==> config.mk <==
export PLATFORM = sky130hd
export DESIGN_NAME = fetch_sequencer
export DESIGN_NICKNAME = d
export VERILOG_FILES = /design/src/rtl/cpu_pkg.sv /design/src/rtl/pc_unit.sv /design/src/rtl/fetch_sequencer.sv
export SDC_FILE = /design/constraint.sdc
export NUM_CORES = 1
export LEC_CHECK = 0
export ABC_AREA = 1
export CORE_AREA = 2 2 104 106
export DETAILED_ROUTE_END_ITERATION = 8
export DIE_AREA = 0 0 106 108
export PLACE_DENSITY_LB_ADDON = 0.15
export SYNTH_ARGS = -nofsm -noshare
export SYNTH_HDL_FRONTEND = slang
export SYNTH_SLANG_ARGS = --single-unit
==> constraint.sdc <==
create_clock -name clock -period 1.9 [get_ports clock]
set_input_delay 0.38 -clock clock [delete_from_list [all_inputs] [get_ports clock]]
set_output_delay 0.38 -clock clock [all_outputs]
set_load 0.005 [all_outputs]
==> src/rtl/cpu_pkg.sv <==
// Shared encodings for the 16-bit CPU control path: sequencer states,
// jump-target selects and the fixed instruction width.
package cpu_pkg;

    localparam int unsigned INSTR_W = 16;

    // HALT is all-ones so every decoder control output decodes inactive.
    typedef enum logic [1:0] {
        ST_FETCH = 2'b00,
        ST_EXEC1 = 2'b01,
        ST_EXEC2 = 2'b10,
        ST_HALT  = 2'b11
    } state_e;

    typedef enum logic [1:0] {
        JS_REG    = 2'b00,
        JS_DIRECT = 2'b01,
        JS_RET    = 2'b10,
        JS_HOLD   = 2'b11
    } jump_sel_e;

endpackage

==> src/rtl/pc_unit.sv <==
// Program counter: jump-target mux, load-over-count priority and stop gating.
// The PC only moves while the sequencer is active (not halted).
module pc_unit #(
    parameter int unsigned          ADDR_W   = 16,
    parameter logic [ADDR_W-1:0]    RESET_PC = '0
) (
    input  logic              clock,
    input  logic              reset_n,
    input  logic              active,
    input  logic              stop,
    input  logic              pc_sload,
    input  logic              pc_cnt_en,
    input  logic [1:0]        jump_sel,
    input  logic [ADDR_W-1:0] reg_target,
    input  logic [ADDR_W-1:0] ret_addr,
    input  logic [11:0]       direct_field,
    output logic [ADDR_W-1:0] pc
);
    import cpu_pkg::*;

    logic [ADDR_W-1:0] pc_q;
    logic [ADDR_W-1:0] pc_d;
    logic [ADDR_W-1:0] target;
    jump_sel_e         js;

    assign js = jump_sel_e'(jump_sel);
    assign pc = pc_q;

    // Jump-target select; the direct field is zero-extended or truncated to ADDR_W.
    always_comb begin
        target = pc_q;
        unique case (js)
            JS_REG:    target = reg_target;
            JS_DIRECT: target = ADDR_W'(direct_field);
            JS_RET:    target = ret_addr;
            JS_HOLD:   target = pc_q;
            default:   target = pc_q;
        endcase
    end

    // Next PC: stop freezes, load beats count, count wraps modulo 2^ADDR_W.
    always_comb begin
        pc_d = pc_q;
        if (active && !stop) begin
            if (pc_sload) begin
                pc_d = target;
            end else if (pc_cnt_en) begin
                pc_d = pc_q + ADDR_W'(1);
            end
        end
    end

    // PC register.
    always_ff @(posedge clock or negedge reset_n) begin
        if (!reset_n) begin
            pc_q <= RESET_PC;
        end else begin
            pc_q <= pc_d;
        end
    end

endmodule

==> src/rtl/fetch_sequencer.sv <==
// Upstream control stage: FETCH/EXEC1/EXEC2/HALT sequencing, instruction
// register with EXEC1 bypass of the 1-cycle-latency instruction RAM, and a
// retired-instruction counter. The PC lives in pc_unit.
module fetch_sequencer #(
    parameter int unsigned          ADDR_W   = 16,
    parameter int unsigned          INSTR_W  = cpu_pkg::INSTR_W,
    parameter logic [ADDR_W-1:0]    RESET_PC = '0
) (
    input  logic               clock,
    input  logic               reset_n,
    input  logic               run,
    input  logic               sm_extra,
    input  logic               stop,
    input  logic               pc_sload,
    input  logic               pc_cnt_en,
    input  logic [1:0]         jump_sel,
    input  logic [ADDR_W-1:0]  reg_target,
    input  logic [ADDR_W-1:0]  ret_addr,
    input  logic [INSTR_W-1:0] instr_rdata,
    output logic [ADDR_W-1:0]  instr_addr,
    output logic [ADDR_W-1:0]  pc,
    output logic [INSTR_W-1:0] instruction,
    output logic [1:0]         state,
    output logic               halted,
    output logic [15:0]        retired
);
    import cpu_pkg::*;

    state_e             state_q;
    state_e             state_d;
    logic               halted_q;
    logic               halted_d;
    logic [INSTR_W-1:0] ir_q;
    logic [INSTR_W-1:0] ir_d;
    logic [15:0]        retired_q;
    logic [15:0]        retired_d;
    logic               retire;

    pc_unit #(
        .ADDR_W   (ADDR_W),
        .RESET_PC (RESET_PC)
    ) u_pc_unit (
        .clock        (clock),
        .reset_n      (reset_n),
        .active       (state_q != ST_HALT),
        .stop         (stop),
        .pc_sload     (pc_sload),
        .pc_cnt_en    (pc_cnt_en),
        .jump_sel     (jump_sel),
        .reg_target   (reg_target),
        .ret_addr     (ret_addr),
        .direct_field (instruction[11:0]),
        .pc           (pc)
    );

    assign instr_addr = pc;
    assign state      = state_q;
    assign halted     = halted_q;
    assign retired    = retired_q;

    // In EXEC1 the RAM word is fresh and not yet in IR, so bypass it.
    always_comb begin
        instruction = ir_q;
        if (state_q == ST_EXEC1) begin
            instruction = instr_rdata;
        end
    end

    // Next state; stop wins over sm_extra and is ignored while halted.
    always_comb begin
        state_d = state_q;
        unique case (state_q)
            ST_HALT:  if (run) state_d = ST_FETCH;
            ST_FETCH: state_d = stop ? ST_HALT : ST_EXEC1;
            ST_EXEC1: begin
                if (stop) begin
                    state_d = ST_HALT;
                end else if (sm_extra) begin
                    state_d = ST_EXEC2;
                end else begin
                    state_d = ST_FETCH;
                end
            end
            ST_EXEC2: state_d = stop ? ST_HALT : ST_FETCH;
            default:  state_d = ST_HALT;
        endcase
    end

    // IR load, retire detection and registered halted flag.
    always_comb begin
        ir_d      = ir_q;
        retire    = 1'b0;
        retired_d = retired_q;
        halted_d  = (state_d == ST_HALT);
        if (state_q == ST_EXEC1) begin
            ir_d = instr_rdata;
        end
        if ((state_q == ST_EXEC1 || state_q == ST_EXEC2) && state_d == ST_FETCH) begin
            retire = 1'b1;
        end
        if (retire) begin
            retired_d = retired_q + 16'd1;
        end
    end

    // Sequencer state, IR and retired counter.
    always_ff @(posedge clock or negedge reset_n) begin
        if (!reset_n) begin
            state_q   <= ST_HALT;
            halted_q  <= 1'b1;
            ir_q      <= '0;
            retired_q <= '0;
        end else begin
            state_q   <= state_d;
            halted_q  <= halted_d;
            ir_q      <= ir_d;
            retired_q <= retired_d;
        end
    end

endmodule

==> results of run 1 <==
## registers in the layout (all words and copies together) (netlist names)
signal	count
ir_q	16
retired	16
u_pc_unit.pc	16
state	2
halted	1
## metal layers
layer | up-vias | part of all wire (%) | global-route usage, %
met5 | - | 0 | 0
li1 | 2003 | - | -
met2 | 136 | 50 | 38.6
met3 | 18 | 6.2 | 3.92
met1 | 1882 | 42 | 26.6
met4 | 0 | 1.9 | 4.70
## critical path: stages, from the launching register on
cell and delay, ns:
sky130_fd_sc_hd__dfstp_2 0.55, sky130_fd_sc_hd__inv_2 0.05, sky130_fd_sc_hd__ha_4 0.19, sky130_fd_sc_hd__clkbuf_16 0.15, sky130_fd_sc_hd__buf_6 0.11, sky130_fd_sc_hd__buf_6 0.13
sky130_fd_sc_hd__nand2_4 0.05, sky130_fd_sc_hd__nand2_2 0.06, sky130_fd_sc_hd__buf_2 0.12
## how the worst min path moves through the flow
stage / depth (start not counted) / to / start
after floorplan: 0 / ir_q[0] / reset_n
after global placement: 1 / u_pc_unit.pc[3] / reset_n
after detailed placement: 1 / u_pc_unit.pc[5] / reset_n
after CTS: 1 / u_pc_unit.pc[11] / reset_n
after global routing: 1 / u_pc_unit.pc[11] / reset_n
final: 1 / u_pc_unit.pc[5] / reset_n
## layout make-up
cell class              count  area [um^2]
repair inverters            2         18.8
well taps                 136          170
clock buffers               6         82.6
clock inverters             1         5.00
multi-input cells         388         2200
fillers                   905         4230
repair buffers            213         2040
inverters                  49          199
flip-flops and latches     51         1280
## through the flow
step	cells	power, mW	utilization [%]	hold slack, ns
global route	846	9.21	58.6	0.0402
finish	846	8.63	58.6	0.0235
global placement	790	5.99	49.5	0.369
floorplan	520	3.97	-	0.0844
detailed placement	790	6.04	49.5	0.367
CTS	838	7.70	54.8	0.0326
## cells by family after synthesis
| kind of cell | Yosys count | share of synthesized area [%] |
|---|---|---|
| AOI/OAI and AO/OA | 39 | 6.55 |
| xor gates and xnor gates | 7 | 1.73 |
| adders and majority gates | 10 | 3.52 |
| buffers and inverters | 82 | 12.4 |
| DFF | 51 | 36.0 |
| and+or+nand+nor | 331 | 39.8 |
## placed cells by master (no fill, tap or decap), drive strengths merged
| cell type | count |
|---|---|
| a21boi | 1 |
| a22oi | 3 |
| dlymetal6s2s | 1 |
| nor2 | 40 |
| xor2 | 3 |
| xnor2 | 4 |
| ha | 10 |
| clkdlybuf4s50 | 105 |
| a21oi | 18 |
| buf | 104 |
| nand3b | 2 |
| clkinv | 2 |
| clkbuf | 9 |
| dfstp | 3 |
| nand2 | 225 |
| dfrtp | 48 |
| a31oi | 2 |
| nand3 | 54 |
| clkinvlp | 1 |
| o21ai | 14 |
| o211ai | 1 |
| nand4 | 11 |
| inv | 49 |
## power groups by stage
| stage | sequential (mW) | clock [mW] | combinational (mW) |
|---|---|---|---|
| after global placement | 1.94 | 0 | 4.05 |
| after floorplan | 1.86 | 0 | 2.11 |
| after detailed placement | 1.96 | 0 | 4.08 |
| after CTS | 1.95 | 0.675 | 5.08 |
| final | 2.00 | 0.660 | 5.97 |
| after global routing | 2.06 | 0.711 | 6.44 |
## what timing repair did
| item | 4_1_cts | 5_1_grt |
|---|---|---|
| pin swaps | 13 | 33 |
| resized for setup | 116 | 94 |
| setup endpoints to repair | 17 | 47 |
| cloned | 3 | 2 |
| endpoints found under the hold margin | 0 | 0 |
| setup buffers | 38 | 14 |
| hold buffers | 0 | 0 |
==> out/summary.md, run 1 <==
The number of vias per cell is 4.77, and the worst slack after detailed placement is -0.386 ns. Net switching is 41.0% of the power. In this run the critical register-to-register path is launched from state[1]. The endpoint of the most critical setup path was instruction[1]. The largest area contributor in the synthesized netlist was sky130_fd_sc_hd__dfrtp_1. Per report_power, the clock group accounts for 7.7% of the total. The combinational cell fraction of total power was 69.2%; the via count of the first global-routing pass was 4039.

STA classifies the critical path endpoint as an output port. The die outline area was 11400 um^2; the placer congestion estimate was 0.879. Power spread over the standard cell area amounts to 1440 nW/um^2.

IR analysis of the VDD net gives a maximum drop of 0.709 mV. For the total negative setup slack, the log shows -4.66 ns. The checks that failed: setup timing.

The run gives 475 MHz as the fmax. The max-slew headroom at the worst pin was 67.7%; the total grt overflow was 0. Setup repair after global routing could not meet its margin everywhere. The tools report the total via count in the routed design as 4039. For this run, the leading register cell type out of synthesis is sky130_fd_sc_hd__dfrtp_1. In this run the number of H-tree levels came out at 2. Synthesis inferred 51 register bits. Tracing the worst setup path back leads to its startpoint at state[1].

The clock passes through at most 2 buffers. After the last flow step, the layout net total stands at 777. The final max-slew violation count was 0; the area fraction of the dominant cell type after synthesis was 33.8%.

The number of flops mapped to enable cells by yosys is 0, and the post-synthesis cell type count is 34. For this design the top-level I/O count stands at 124. The run gives 23.2% as the portion of total power attributed to sequential cells. The final-report hold violation count is 0, and the final antenna diode count is 0. The detailed-routing iteration count for the pre-antenna-repair pass is 5, and the area of the core region is 10200 um^2. The routed design could run at a clock period as short as 2.11 ns. The die is 108 um tall. When the netlist entered floorplanning its net count stood at 587. The min-delay analysis places its worst path in the category in2async. The floorplan step set the die width to 106 um.

The smallest setup slack after layout is -0.206 ns. For the pin with the worst max-slew slack, the measured transition is 0.485 ns. The instance area at placement was 5070 um^2; the signed area change from the synthesized netlist to the final layout was 68.8%. The cell count of the worst reg-to-reg path is 12, and the clock transition at the registers of the reported paths is 0.10 ns.

For the final database, setup skew stands at 0.00952 ns. The worst register-to-register path ends at retired[1]. The data required time at the worst endpoint was 1.52 ns.

The run gives 5.09 mW as the internal power. For this run, the number of Yosys warnings is 0. The count of input and output buffers came out at 123. For this design the static power due to leakage is 2.89 nW. For the combined area of all synthesized cells, the log shows 3550 um^2. By count the netlist is led by sky130_fd_sc_hd__nand2_1 (220), sky130_fd_sc_hd__nand3_1 (52), sky130_fd_sc_hd__dfrtp_1 (48). Data on the critical path arrives at its endpoint at 1.73 ns. The finished cells cover 6000 um^2.

TritonCTS built the clock tree. The tools report the starting density of the core as 34.7%. The synthesized area per cell was 6.83 um^2; the worst setup slack for register-to-register paths was -0.15 ns. The setup path with the least slack is of type reg2out. Summed over all nets, the half-perimeter wirelength after detailed placement is 8260 um. The wire length of the first global-routing pass came out at 19500 um. The CTS root buffer was sky130_fd_sc_hd__clkbuf_8. The average wire per cell in the routed design works out to 14.7 um. The post-detailed-route count of antenna-violating nets was 0.

In this run, CTS created clock tree buffers numbering 5. The later pin in the worst-skew pair is clocked with a latency of 0.31 ns. Ranked by total cell area, the synthesized netlist is headed by sky130_fd_sc_hd__dfrtp_1 (34%), sky130_fd_sc_hd__nand2_1 (23%), sky130_fd_sc_hd__nand3_1 (7.3%), sky130_fd_sc_hd__buf_4 (4.9%), sky130_fd_sc_hd__inv_1 (4.6%). The number of clock sinks seen by CTS was 51. Entering global routing, the biggest net connects 25 pins. The fraction of the yosys area taken by sequential cells was 36.0%; the reported net switching power was 3.54 mW.

The tools report the synthesized instance count as 520. Number of remaining DRC errors: 0. The run finished, with violations left. The number of core rows is 37.

Of all nets on the critical path, the largest fanout is 5. For this block, the routed nets add up to 12400 um of wire. In the finished design, the share of the clock period the worst path needs comes to 111%. STA classifies the critical path startpoint as a register.

The tools report the initial antenna violation count as 0. The detailed router finished its first iteration with 145 violations. Max-capacitance violation count: 0. For this run, asynchronously set or reset flops after synthesis account for 100%. Cells with a size suffix above 1 make up 32.7% of the layout.

Among all cell types in the netlist, the one instantiated most often is sky130_fd_sc_hd__nand2_1. Setup violations remaining at the end of the flow were counted as 36. For the overall routing resource usage, the log shows 21.3%.
(Power assumes the default switching activity.)
==> inputs of run 2 (changes only) <==
Settings changed: GPL_TIMING_DRIVEN set to 0, SETUP_SLACK_MARGIN set to 0.15.
==> run 2 against run 1 <==
Compared with the run above:
- the run ends with hold timing, setup timing left
- flip-flop and latch count did not move
- sequential share of layout area fell by 0.62 points
- sequential power fell by 7%
- clock power rose by 19%
- design area rose by 4.8%
- maximum frequency fell by 1.7%
==> out/summary.md, run 2 (synthesis gave the netlist of run 1 again) <==
In this run the remaining antenna-violating nets after routing total 0. VDD sags by at most 0.902 mV. The smallest setup slack after layout is -0.242 ns, and the floorplan die width is 106 um. The run gives 0 as the number of remaining DRC errors. The leading cell type in the layout, fill and taps excluded is sky130_fd_sc_hd__nand2_1. The number of buffers added to fix hold violations after cts came out at 0. The number of nets in the layout was 795. The tools report the starting density of the core as 34.7%. For this block, the initial DRC count from the detailed router was 168.

The die span in y is 108 um. The library cells used most frequently in the layout, excluding fill and tap cells, are sky130_fd_sc_hd__nand2_1 (165), sky130_fd_sc_hd__clkdlybuf4s50_1 (97), sky130_fd_sc_hd__buf_4 (63). Using the TritonRoute via totals, the vias-per-cell ratio works out to 4.74.

The run gives -0.00227 ns as the smallest hold slack. The slowest cell on the critical path was sky130_fd_sc_hd__dfstp_2. The tools report the endpoint arrival time on the critical path as 1.76 ns. TritonCTS created 5 clock buffers. Power comes to 9.33 mW. The tools report the final-report hold violation count as 3. Derived from the worst setup path, the maximum achievable clock frequency is 467 MHz. The logs give 1 for the initial antenna violation count and 8080 um for the HPWL reported at the end of detailed placement. The post-route netlist has 38.7% of its cells at a drive strength greater than 1. The minimum clock period was 2.14 ns; the share of the cycle needed by the critical path after routing was 113%.

Along the worst path, the maximum fanout reaches 5. Clock latency on the worst-skew pair, taken at its later pin, is 0.31 ns. Gate family responsible for the most delay along the worst path: buffers and inverters.

The share of total power dissipated in sequential elements is 20.0%. The leakage power was 3.03 nW. The tools report the CTS root buffer as sky130_fd_sc_hd__clkbuf_8. The total grt overflow is 0, and the number of buffer and inverter instances along the worst setup path is 7.

Compared with the post-synthesis result, the final layout area differs by 76.9%. The total via count in the routed design is 4097, and the number of standard cells in the layout, taps in and fillers out is 865. The first detailed-routing pass ran for 4 iterations. After detailed routing, the average wire length per cell comes to 14.2 um. The wire length of the first global-routing pass is 19100 um. The depth of the CTS H-tree was 2. TritonCTS built the clock tree. The run gives 65.2% as the max-slew headroom at the worst pin.

Walking the worst path, the cells encountered are inv_2 > ha_4 > buf_8 > inv_8 > buf_6 > buf_6 > nand2_2 > o21ai_2 > inv_2 > buf_2. Of the total power, the share spent switching nets is 39.3%. The number of core rows came out at 37. Final max-slew violation count: 0.

The number of clock sinks seen by CTS was 51. The proportion of power drawn by the clock network came out at 8.4%. The max-capacitance violation count is 0, and the power per standard cell area is 1480 nW/um^2.

Setup violations remaining at the end of the flow were counted as 36. The via count of the first global-routing pass was 4031; the area of the core region was 10200 um^2. Largest stage delay on the critical path: 0.55 ns. Routability-driven placement finished with a final weighted congestion of 0.857.

The number of antenna diodes in the final layout is 0. Summed over all layers, the routed wires come to 12300 um. The critical path is of the reg2out type. The final reports fail on hold timing, setup timing. Setup repair after global routing could not meet its margin everywhere. The clock transition at the registers of the reported paths is 0.10 ns. Across the routed clock network, the largest skew measured is 0.00710 ns. The floorplan step defined a die boundary enclosing 11400 um^2. The count of input and output buffers was 122; the overall routing resource usage was 20.8%. The worst hold path belongs to the class in2async. The flow ran to the end, but the final reports show violations. Summed over all nets, the switching power comes to 3.66 mW. The clock passes through at most 2 buffers.

The logs give 779 for the number of cells after detailed placement and 71.6% for the combinational cell fraction of total power. The tools report the largest net degree at the start of global routing as 36. The slew at the pin with the worst max-slew slack works out to 0.522 ns. The worst setup path is launched from a register.

The tools report the endpoint type of the worst setup path as an output port. For the worst setup path, the data required time is 1.52 ns. The I/O pin count was 124; the internal power was 5.67 mW. Total negative setup slack: -5.13 ns.
[run 2: changes by cell type in the layout (fill, tap and decap cells not counted), sizes merged, moves of 2 or more]
cell           before  now
clkdlybuf4s50     105   97
clkbuf              9    7
buf               104  128
dlygate4sd2         0    5
[run 2: path summary, 6_finish.rpt]
kind / from / slack, ns / to / cells after the start
min reg2reg: u_pc_unit.pc[6] / 0.53 / u_pc_unit.pc[6] / 2
min in group clock: pc_sload / 0.49 / u_pc_unit.pc[4] / 5
max: state[1] / -0.24 / instruction[6] / 10
max reg2reg: state[0] / -0.14 / retired[0] / 12
min: reset_n / -0.002 / u_pc_unit.pc[3] / 1
max in group asynchronous: reset_n / 1.30 / halted / 2
[run 2: layer usage]
| layer | share of wire, % | global-route usage [%] |
|---|---|---|
| met5 | 0.11 | 0 |
| met4 | 2.2 | 7.14 |
| met3 | 5.7 | 3.80 |
| met2 | 50 | 36.7 |
| met1 | 42 | 25.6 |
[run 2: through the flow]
stage	area, um^2	setup WS, ns	util (%)	hold WS (ns)
floorplan	3550	0.166	-	0.0844
global placement	4940	-1.23	48.3	0.452
detailed placement	4960	-0.454	48.5	0.342
CTS	5830	-0.208	57.0	0.00546
global route	6280	-0.286	61.4	0.0227
finish	6280	-0.242	61.4	-0.00227
[run 2: final cells by class]
cell class                      count  area (um^2)
Sequential cell                    51         1300
Clock inverter                      3         43.8
Inverter                           49          201
Tap cell                          136          170
Timing Repair Buffer              201         1920
Buffer                             33          298
Fill cell                         900         3950
Clock buffer                        5         68.8
Multi-Input combinational cell    387         2280
[run 2: timing repair]
action / in CTS / in global routing
setup endpoints to repair: 66 / 66
gates cloned: 1 / 1
setup buffers: 54 / 22
pin swaps: 30 / 30
gates resized for setup: 194 / 76
[run 2: power groups by stage]
stage                     Sequential, mW  Clock [mW]  Combinational [mW]
after floorplan                     1.86           0                2.11
after global placement              1.94           0                3.89
after detailed placement            1.95           0                3.96
after CTS                           1.90       0.808                5.64
after global routing                1.93       0.841                7.20
final                               1.87       0.784                6.68
[run 2: worst reg2reg max path, delay by kind of cell (launching register included)]
| kind | cells | cell delay, ns |
|---|---|---|
| compound gates | 2 | 0.33 |
| fa+ha+maj | 1 | 0.15 |
| buf+inv | 5 | 0.55 |
| flops | 1 | 0.57 |
| simple gates | 4 | 0.34 |
